$ cat src/rtl/stage_m.sv
// stage_m: memory-access stage of the yari-core pipeline.
// Loads/stores become single-outstanding bus transactions; other ops pass through.
module stage_m #(
    parameter int ADDR_W = 32
) (
    input  logic              clock,
    input  logic              reset,
    input  logic              x_valid,
    input  logic [31:0]       x_pc,
    input  logic [31:0]       x_instr,
    input  logic [5:0]        x_opcode,
    input  logic [31:0]       x_op1_val,
    input  logic [31:0]       x_rt_val,
    input  logic [5:0]        x_wbr,
    input  logic [31:0]       x_res,
    output logic              m_stall,
    output logic              m_valid,
    output logic [31:0]       m_pc,
    output logic [5:0]        m_wbr,
    output logic [31:0]       m_res,
    output logic [ADDR_W-1:0] dmem_addr,
    output logic              dmem_rd,
    output logic              dmem_wr,
    output logic [31:0]       dmem_wrdata,
    output logic [3:0]        dmem_byteena,
    input  logic              dmem_waitrequest,
    input  logic [31:0]       dmem_readdata,
    input  logic              dmem_readdatavalid
);

    typedef enum logic [1:0] {IDLE, REQ, RDWAIT} state_t;

    state_t      state;
    state_t      state_nx;

    logic [31:0] ea;
    logic [31:0] ea_al;
    logic        is_load;
    logic        is_store;
    logic [31:0] st_data;
    logic [3:0]  st_be;

    logic [1:0]  lat_off;
    logic [5:0]  lat_op;
    logic [31:0] lat_pc;
    logic [5:0]  lat_wbr;
    logic        lat_load;

    logic [7:0]  ld_byte;
    logic [15:0] ld_half;
    logic [31:0] ld_val;

    logic        unused;

    assign unused  = ^x_instr[31:16];
    assign ea      = x_op1_val + {{16{x_instr[15]}}, x_instr[15:0]};
    assign ea_al   = {ea[31:2], 2'b00};
    assign m_stall = (state != IDLE);

    // Classify the opcode in execute as load, store or neither.
    always_comb begin
        is_load  = 1'b0;
        is_store = 1'b0;
        case (x_opcode)
            6'h20, 6'h21, 6'h23, 6'h24, 6'h25: is_load  = 1'b1;
            6'h28, 6'h29, 6'h2B:               is_store = 1'b1;
            default: ;
        endcase
    end

    // Replicate store data across lanes and pick big-endian byte enables.
    always_comb begin
        st_data = x_rt_val;
        st_be   = 4'b1111;
        case (x_opcode)
            6'h28: begin
                st_data = {4{x_rt_val[7:0]}};
                st_be   = 4'b0001 << ~ea[1:0];
            end
            6'h29: begin
                st_data = {2{x_rt_val[15:0]}};
                st_be   = ea[1] ? 4'b0011 : 4'b1100;
            end
            default: ;
        endcase
    end

    // Pull the addressed lane out of the read word and extend it.
    always_comb begin
        ld_byte = dmem_readdata[{~lat_off, 3'b000} +: 8];
        ld_half = dmem_readdata[{~lat_off[1], 4'b0000} +: 16];
        ld_val  = dmem_readdata;
        case (lat_op)
            6'h20:   ld_val = {{24{ld_byte[7]}}, ld_byte};
            6'h24:   ld_val = {24'd0, ld_byte};
            6'h21:   ld_val = {{16{ld_half[15]}}, ld_half};
            6'h25:   ld_val = {16'd0, ld_half};
            default: ld_val = dmem_readdata;
        endcase
    end

    // Next-state logic for the access sequencer.
    always_comb begin
        state_nx = state;
        unique case (state)
            IDLE: begin
                if (x_valid && (is_load || is_store))
                    state_nx = REQ;
            end
            REQ: begin
                if (!dmem_waitrequest)
                    state_nx = lat_load ? RDWAIT : IDLE;
            end
            RDWAIT: begin
                if (dmem_readdatavalid)
                    state_nx = IDLE;
            end
            default: state_nx = IDLE;
        endcase
    end

    // State register.
    always_ff @(posedge clock or posedge reset) begin
        if (reset)
            state <= IDLE;
        else
            state <= state_nx;
    end

    // Result, bus request and latched-instruction registers.
    always_ff @(posedge clock or posedge reset) begin
        if (reset) begin
            m_valid      <= 1'b0;
            m_pc         <= '0;
            m_wbr        <= '0;
            m_res        <= '0;
            dmem_addr    <= '0;
            dmem_rd      <= 1'b0;
            dmem_wr      <= 1'b0;
            dmem_wrdata  <= '0;
            dmem_byteena <= '0;
            lat_off      <= '0;
            lat_op       <= '0;
            lat_pc       <= '0;
            lat_wbr      <= '0;
            lat_load     <= 1'b0;
        end else begin
            unique case (state)
                IDLE: begin
                    if (x_valid && (is_load || is_store)) begin
                        m_valid      <= 1'b0;
                        lat_off      <= ea[1:0];
                        lat_op       <= x_opcode;
                        lat_pc       <= x_pc;
                        lat_wbr      <= x_wbr;
                        lat_load     <= is_load;
                        dmem_addr    <= ea_al[ADDR_W-1:0];
                        dmem_rd      <= is_load;
                        dmem_wr      <= is_store;
                        dmem_wrdata  <= st_data;
                        dmem_byteena <= is_load ? 4'b1111 : st_be;
                    end else if (x_valid) begin
                        m_valid <= 1'b1;
                        m_pc    <= x_pc;
                        m_wbr   <= x_wbr;
                        m_res   <= x_res;
                    end else begin
                        m_valid <= 1'b0;
                    end
                end
                REQ: begin
                    m_valid <= 1'b0;
                    if (!dmem_waitrequest) begin
                        dmem_rd <= 1'b0;
                        dmem_wr <= 1'b0;
                        if (!lat_load) begin
                            m_valid <= 1'b1;
                            m_pc    <= lat_pc;
                            m_wbr   <= '0;
                        end
                    end
                end
                RDWAIT: begin
                    m_valid <= 1'b0;
                    if (dmem_readdatavalid) begin
                        m_valid <= 1'b1;
                        m_pc    <= lat_pc;
                        m_wbr   <= lat_wbr;
                        m_res   <= ld_val;
                    end
                end
                default: m_valid <= 1'b0;
            endcase
        end
    end

endmodule

$ cat config.mk
export PLATFORM = sky130hd
export DESIGN_NAME = stage_m
export DESIGN_NICKNAME = d
export VERILOG_FILES = /design/src/rtl/stage_m.sv
export SDC_FILE = /design/constraint.sdc
export NUM_CORES = 1
export LEC_CHECK = 0
export ABC_AREA = 1
export CORE_ASPECT_RATIO = 1.4
export CORE_UTILIZATION = 44
export CTS_BUF_LIST = sky130_fd_sc_hd__clkbuf_4 sky130_fd_sc_hd__clkbuf_8
export CTS_CLUSTER_SIZE = 20
export DETAILED_ROUTE_END_ITERATION = 8
export PLACE_DENSITY = 0.8
export SLEW_MARGIN = 10
export SYNTH_ARGS = -nofsm -noshare
export SYNTH_HDL_FRONTEND = slang
export SYNTH_SLANG_ARGS = --single-unit
$ cat constraint.sdc
create_clock -name clock -period 6.1 [get_ports clock]
set_input_delay 0.61 -clock clock [delete_from_list [all_inputs] [get_ports clock]]
set_output_delay 0.61 -clock clock [all_outputs]
set_load 0.05 [all_outputs]
==> results by stage, run 1 <==
Floorplanning:
- The cell row count is 68.
- The starting density of the core is 0.453.
- The height of the chip is 191 microns.
- The horizontal die dimension is 137 microns.
- The I/O pin total is 351.
- The die covers 0.0262 sq mm.
- The area of the core is 0.0248 sq mm.

Power and ir drop:
- The analysis attributes to net switching a power of 3.79 mW.
- Of the total power, the share spent switching nets is 0.511.
- The clock network fraction of design power is 0.125.
- The leakage power is 7.51 nW.
- The worst-case IR drop observed on VDD is 334 uV.
- The internal power is 3.62 mW.
- In this run the power density over the cells is 493 mW/mm^2.
- Of the total power, registers draw 0.295.
- The share of total power dissipated in combinational logic is 0.580.

Setup path:
- The critical path is of the in2reg type.
- The type of destination of the critical path is a flop.
- On the worst path, the slowest cell contributes a delay of 0.84 ns.
- Along the worst path, the maximum fanout reaches 143.
- STA classifies the critical path startpoint as an input port.
- The critical path goes through clkdlybuf4s50_1 > inv_2 > nand3_2 > nand3_2 > nand2_2 > nand2_8 > nand2_4 > inv_2 > nand2_1 > nand2_1.
- The critical path data arrival time is 3.99 ns.
- The slowest library cell on the worst path is sky130_fd_sc_hd__clkdlybuf4s50_1.
- The required time of the critical path is 6.53 ns.

Global route:
- The global-route wire length before repair is 53700 microns.
- The maximum number of pins on one net before global-route repair is 144.
- The number of global-route vias before repair is 11091.
- The initial antenna violation count was 5.
- In the global route stage, overall resource usage came out at 0.263.
- For this run the aggregate overflow at the end of global routing stands at 0.

Drt:
- The first TritonRoute pass finished after 5 iterations.
- After detailed routing, the number of vias per cell comes to 5.06.
- The routed length per instance is 15.2 microns.
- The count of nets left with antenna violations once routing finished came out at 0.
- The number of DRC markers in iteration 0 is 723.
- The post-route DRC violation count is 0.
- The routed layout has 11334 vias.
- The overall routed net length is 34200 microns.

Final layout:
- The area occupied by multi-input gates is 0.00546 sq mm.
- Compared with the post-synthesis result, the final layout area differs by 33.7%.
- The count of nets after finishing is 2157.
- In the final layout, the share of cells above drive strength 1 is 0.0338.
- The sequential standard cell area is 0.00470 sq mm.
- The filler cells instantiated in the layout total 2270.

Synthesis:
- The number of register bits inferred by synthesis is 188.
- The total of warnings raised by yosys is 0.
- The synthesized netlist contains 44 unique library cells.
- The post-synthesis sequential area ratio is 0.418.
- A synthesized cell averages 6.92 sq um.
- The cell count after synthesis came out at 1625.
- Summing every instance area after synthesis gives 0.0113 sq mm.

CTS:
- The clock insertion delay at the later pin of the skew report is 0.49 ns.
- The maximum count of clock buffers along a single path is 2.
- The total clock buffers created by CTS is 17.
- The depth of the CTS H-tree is 4.
- The root buffer cell chosen for the clock tree is sky130_fd_sc_hd__clkbuf_8.
- TritonCTS built the clock tree.
- The tree built by TritonCTS fans out to 188 sinks.
- Once the clock tree was built, the resizer swapped 0 gates to a different size.
- The number of hold buffers added after CTS was 0.
- The clock slew seen by the registers of the worst setup and hold paths is 0.11 ns.
- In this run the post-CTS setup repair buffer count came out at 0.

STA:
- The number of slew-limit violations in the final report came to 0.
- At the pin with the least slew margin, the transition time is 1.19 ns.
- The tightest hold margin is 0.490 ns.
- The number of endpoints failing setup at the final stage is 0.
- Headroom to the max-slew limit came out at 0.206.
- The total count of hold-check failures in the final report was 0.
- The total negative slack is 0 ns.
- On the final layout, the worst clock skew is 0.0154 ns.
- The maximum clock rate is 281 MHz.
- The share of the clock period used by the worst path after layout is 0.584.
- Setup repair after global routing left no endpoint under its margin.
- The final critical-path required period is 3.56 ns.

Run status:
- The flow ran to the end, and the final reports show no timing, DRC or antenna violations.

Placement:
- The number of buffers added on ports is 332.
- Detailed placement ended at an HPWL of 25200 microns.
- At the end of routability-driven placement, the weighted congestion stood at 0.934.

Worst hold path:
- The min-delay analysis places its worst path in the category reg2reg.

Run:
- Across the run, the number of max-cap violations was 0.
-- layout make-up --
type	count	area share
Antenna cell	2	0.000333
Sequential cell	188	0.313
Timing Repair Buffer	333	0.221
Inverter	190	0.0482
Clock buffer	19	0.0174
Clock inverter	13	0.0115
Multi-Input combinational cell	1182	0.362
Tap cell	315	0.0262
-- routing by layer --
metal | up-vias | track usage | wire length, microns
li1 | 5653 | - | -
met1 | 5210 | 0.295 | 13400
met2 | 370 | 0.468 | 17300
met3 | 95 | 0.0517 | 1920
met4 | 6 | 0.127 | 1480
met5 | - | 0 | 46
-- worst max-delay path, delay by kind of cell --
| family | cells | cell delay, ns |
|---|---|---|
| and+or+nand+nor | 7 | 1.59 |
| buffers and inverters | 3 | 1.74 |
-- worst paths after layout --
check / to / from / slack, ns / cells past startpoint
setup / recovery: m_wbr[1] / x_opcode[0] / 2.54 / 10
max in group asynchronous: m_res[0] / reset / 4.01 / 3
hold / removal: dmem_wrdata[1] / dmem_wrdata[1] / 0.49 / 2
setup reg to reg: m_wbr[1] / state[0] / 2.69 / 10
hold reg to reg: dmem_wrdata[1] / dmem_wrdata[1] / 0.49 / 2
min in group asynchronous: dmem_addr[26] / reset / 0.63 / 2
-- state kept, by name (all words and copies together) (netlist names) --
name and cells:
dmem_wr 1, dmem_byteena 4, dmem_wrdata 32, lat_load 1, dmem_addr 30, m_wbr 6, m_valid 1, lat_pc 32
m_pc 32, m_res 32, dmem_rd 1, lat_wbr 6, lat_op 6, lat_off 2, state 2
-- kinds of logic (layout without fill, tap and decap cells) --
logic type | after synthesis | after routing | share of synthesized area
fa+ha+maj | 36 | 36 | 0.0407
simple gates | 884 | 884 | 0.317
buf+inv | 256 | 555 | 0.0979
flops | 188 | 188 | 0.418
other cells | 1 | 4 | 0.000333
compound gates | 248 | 248 | 0.117
xor+xnor | 12 | 12 | 0.00934
-- power by group through the flow --
stage / sequential [mW] / clock (mW) / combinational [mW]
2_1_floorplan: 3.67 / 0 / 1.45
3_3_place_gp: 2.18 / 0 / 4.24
3_5_place_dp: 2.20 / 0 / 4.31
4_1_cts: 2.19 / 0.943 / 4.32
5_1_grt: 2.26 / 0.989 / 4.63
6_report: 2.19 / 0.924 / 4.30
-- cell usage after synthesis, drive strengths merged --
cell type,number,area (sq um)
or2,12,75.1
xnor2,11,96.3
and2,2,12.5
o21bai,2,15.0
nor4,2,12.5
a21oi,43,219
dfrtp,188,4700
nor3,5,35.0
o211ai,3,22.5
nand3,68,350
inv,188,711
xor2,1,8.76
o21ai,172,861
conb,1,3.75
ha,35,438
nand2,676,2570
a41oi,8,70.1
nand3b,5,37.5
buf,45,303
clkinv,2,7.51
a21o,1,7.51
a31oi,17,106
clkbuf,21,80.1
fa,1,20.0
a22oi,2,15.0
nor2,110,420
nand4,4,46.3
-- placed cells by master (no fill, tap or decap), types with 3 or more instances in the layout --
cell,instances
sky130_fd_sc_hd__nand3_1,66
sky130_fd_sc_hd__clkinvlp_4,3
sky130_fd_sc_hd__xnor2_1,11
sky130_fd_sc_hd__a41oi_1,8
sky130_fd_sc_hd__o211ai_1,3
sky130_fd_sc_hd__nor2_1,109
sky130_fd_sc_hd__o21ai_0,103
sky130_fd_sc_hd__clkbuf_8,19
sky130_fd_sc_hd__a31oi_1,17
sky130_fd_sc_hd__inv_8,6
sky130_fd_sc_hd__dfrtp_1,188
sky130_fd_sc_hd__nand2_1,671
sky130_fd_sc_hd__inv_2,4
sky130_fd_sc_hd__nand3b_1,5
sky130_fd_sc_hd__or2_2,10
sky130_fd_sc_hd__inv_1,181
sky130_fd_sc_hd__o21ai_1,69
sky130_fd_sc_hd__a21oi_1,42
sky130_fd_sc_hd__ha_1,33
sky130_fd_sc_hd__nor3_1,3
sky130_fd_sc_hd__clkdlybuf4s50_1,332
-- stage by stage --
step | std cells | cell area, sq um | power (mW) | util | setup slack, ns
2_1_floorplan | 1626 | 11300 | 5.12 | - | 0.376
3_5_place_dp | 2208 | 14600 | 6.51 | 0.588 | 1.98
4_1_cts | 2240 | 15000 | 7.45 | 0.606 | 2.48
5_1_grt | 2242 | 15000 | 7.88 | 0.606 | 2.20
6_report | 2242 | 15000 | 7.41 | 0.606 | 2.54
3_3_place_gp | 2208 | 14600 | 6.42 | 0.588 | 2.03
(Power assumes the default switching activity.)
==> inputs of run 2 (changes only) <==
--- a/config.mk
+++ b/config.mk
@@ -7,11 +7,11 @@
 export LEC_CHECK = 0
 export ABC_AREA = 1
 export CORE_ASPECT_RATIO = 1.4
-export CORE_UTILIZATION = 44
+export CORE_UTILIZATION = 45
 export CTS_BUF_LIST = sky130_fd_sc_hd__clkbuf_4 sky130_fd_sc_hd__clkbuf_8
 export CTS_CLUSTER_SIZE = 20
 export DETAILED_ROUTE_END_ITERATION = 8
-export PLACE_DENSITY = 0.8
+export PLACE_DENSITY = 0.79
 export SLEW_MARGIN = 10
 export SYNTH_ARGS = -nofsm -noshare
 export SYNTH_HDL_FRONTEND = slang
==> constraint.sdc (replaced) <==
create_clock -name clock -period 3.4 [get_ports clock]
set_input_delay 0.34 -clock clock [delete_from_list [all_inputs] [get_ports clock]]
set_output_delay 0.34 -clock clock [all_outputs]
set_load 0.05 [all_outputs]
==> results by stage, run 2 (same netlist as run 1, synthesis figures left out) <==
Setup path:
- The critical path start-end classification is reg2out.
- The number of cells on the worst reg-to-reg path is 10.
- In this run the critical register-to-register path is launched from state[0].
- The type of destination of the critical path is an output port.
- The kind of start point of the critical path is a flop.
- The critical path data arrival time is 2.19 ns.
- The maximum fanout along the worst path is 5.
- The register-to-register path setup slack is 1.02 ns.
- The end of the worst register-to-register path is m_pc[21].
- STA puts the critical path data required time at 3.06 ns.

Floorplanning:
- The cell row count is 68.
- The area of the core is 0.0246 sq mm.
- The total die area is 0.0256 sq mm.
- For this configuration, the core starts out at a cell density of 0.458.
- The height of the chip is 189 microns.
- The I/O pin total is 351.
- The horizontal die dimension is 136 microns.

Final layout:
- The final non-filler cell total is 2255.
- The most common cell after layout, fill and taps aside is sky130_fd_sc_hd__nand2_1.
- The area growth from synthesis to layout is 34.4%.
- The proportion of layout cells with a drive suffix above 1 is 0.0402.
- The count of nets after finishing is 2170.
- The library cells used most frequently in the layout, excluding fill and tap cells, are sky130_fd_sc_hd__nand2_1 (671), sky130_fd_sc_hd__clkdlybuf4s50_1 (332), sky130_fd_sc_hd__dfrtp_1 (188).

Worst hold path:
- The type of the tightest min-delay check is in2async.

Global route:
- The initial antenna violation count is 5.
- The number of global-route vias before repair was 11060.
- The first global-routing pass estimated 53900 microns of wire.
- The global-route total usage across every layer is 0.270.
- The total overflow left after global routing is 0.
- The maximum number of pins on one net before global-route repair is 93.

Drt:
- The number of DRC markers in iteration 0 is 639.
- The mean number of vias per cell is 5.03.
- The detail route stage leaves a number of antenna-violating nets equal to 0.
- Across all layers, the routed design uses 11344 vias.
- After detailed routing, the average wire length per cell comes to 15.2 microns.
- The overall routed net length is 34400 microns.
- The first TritonRoute pass finished after 5 iterations.
- The post-route DRC violation count is 0.

CTS:
- Buffers added to address setup during post-CTS repair amount to 0.
- In this run the clock root is driven by a sky130_fd_sc_hd__clkbuf_8.
- The number of gates resized after CTS is 0.
- The total clock buffers created by CTS is 17.
- The clock slew seen by the registers of the worst setup and hold paths is 0.11 ns.
- The number of sinks on the clock net is 188.
- For this design, the CTS-stage hold fixing added 0 buffers.
- For the worst-skew pair, the clock arrives at the later sink with an insertion delay of 0.49 ns.
- The CTS tree is built.
- The depth of the CTS H-tree is 4.
- The maximum count of clock buffers along a single path is 2.

Power and ir drop:
- Of the total power, the share spent switching nets is 0.513.
- Across the VDD grid, the largest voltage drop is 639 uV.
- In this run the power density over the cells is 871 mW/mm^2.
- The share of total power dissipated in combinational logic is 0.589.
- Internal power comes to 6.42 mW.
- The clock network fraction of design power is 0.114.
- The leakage power is 7.56 nW.
- Summed over all nets, the switching power comes to 6.76 mW.
- The portion of total power attributed to sequential cells is 0.297.

Run status:
- The run finished with clean final reports.

STA:
- Measured against its own limit, the worst slew margin works out to 0.438.
- Between clock sinks in the finished design, the worst skew comes to 0.0145 ns.
- Based on the critical path, the design can be clocked at up to 395 MHz.
- The number of slew-limit violations in the final report was 0.
- The number of endpoints failing setup at the final stage is 0.
- The final critical-path required period is 2.53 ns.
- The total count of hold-check failures in the final report is 0.
- Setup repair after global routing left no endpoint under its margin.
- Dividing the final minimum period by the clock period gives 0.746.
- The transition at the pin with the smallest max-transition slack is 0.843 ns.
- Adding up every negative setup slack in the final design gives 0 ns.

Placement:
- After detailed placement, the design holds a cell count of 2221.
- The total half-perimeter wirelength after legalization and detailed placement is 25900 microns.
- Port buffering added 332 buffers.
- The final weighted congestion in routability-driven placement is 0.997.

Run:
- The number of maximum-capacitance violations is 0.
run 2: cell count changes in the layout (fill, tap and decap cells not counted), moves of 2 or more:
cell	before	now
sky130_fd_sc_hd__buf_4	1	11
sky130_fd_sc_hd__inv_8	6	2
sky130_fd_sc_hd__buf_12	0	3
sky130_fd_sc_hd__inv_6	2	5
sky130_fd_sc_hd__clkbuf_4	0	2
sky130_fd_sc_hd__clkbuf_8	19	17
sky130_fd_sc_hd__clkinv_2	0	2
sky130_fd_sc_hd__clkinv_4	0	2
run 2: worst max-delay path, stage by stage (launching register included):
cell	delay (ns)
sky130_fd_sc_hd__dfrtp_1	0.41
sky130_fd_sc_hd__inv_1	0.09
sky130_fd_sc_hd__ha_2	0.21
sky130_fd_sc_hd__inv_1	0.15
sky130_fd_sc_hd__clkdlybuf4s50_1	0.85
run 2: worst max-delay path by stage:
| stage | from | end | slack [ns] | cells after the start |
|---|---|---|---|---|
| 2_1_floorplan | reset | dmem_addr[10] | 0.64 | 1 |
| 3_3_place_gp | x_instr[15] | dmem_addr[24] | 0.64 | 11 |
| 3_5_place_dp | x_instr[15] | dmem_addr[24] | 0.59 | 11 |
| 4_1_cts | state[0] | m_stall | 0.84 | 4 |
| 5_1_grt | state[0] | m_stall | 0.75 | 4 |
| 6_report | state[0] | m_stall | 0.87 | 4 |
run 2: stage by stage:
stage                     total power, mW  setup slack [ns]  instance area (sq um)   util  hold WS (ns)
after detailed placement             11.7             0.591                  14700  0.600         0.464
final                                13.2             0.865                  15100  0.615         0.152
after global routing                 14.0             0.755                  15100  0.615         0.153
after floorplan                      9.18             0.640                  11300      -         0.450
after CTS                            13.3             0.843                  15100  0.615         0.124
after global placement               11.6             0.635                  14700  0.600         0.463
run 2: power by group through the flow:
stage                     Sequential [mW]  Combinational, mW  Clock (mW)
after CTS                            3.91               7.81        1.54
after floorplan                      6.58               2.60           0
after global routing                 4.03               8.33        1.63
final                                3.92               7.76        1.50
after detailed placement             3.95               7.78           0
after global placement               3.91               7.65           0
run 2: layout make-up:
cell class,count,area [sq um]
Antenna cell,2,5.00
Clock buffer,19,249
Clock inverter,13,131
Fill cell,2308,9460
Inverter,190,722
Multi-Input combinational cell,1182,5460
Sequential cell,188,4700
Tap cell,315,394
Timing Repair Buffer,346,3470
run 2: metal layers:
layer | wire [microns] | global-route usage | vias to the layer above
li1 | - | - | 5679
met1 | 13400 | 0.301 | 5220
met2 | 17600 | 0.477 | 350
met4 | 1530 | 0.138 | 6
met3 | 1900 | 0.0573 | 89
met5 | 41 | 0 | -
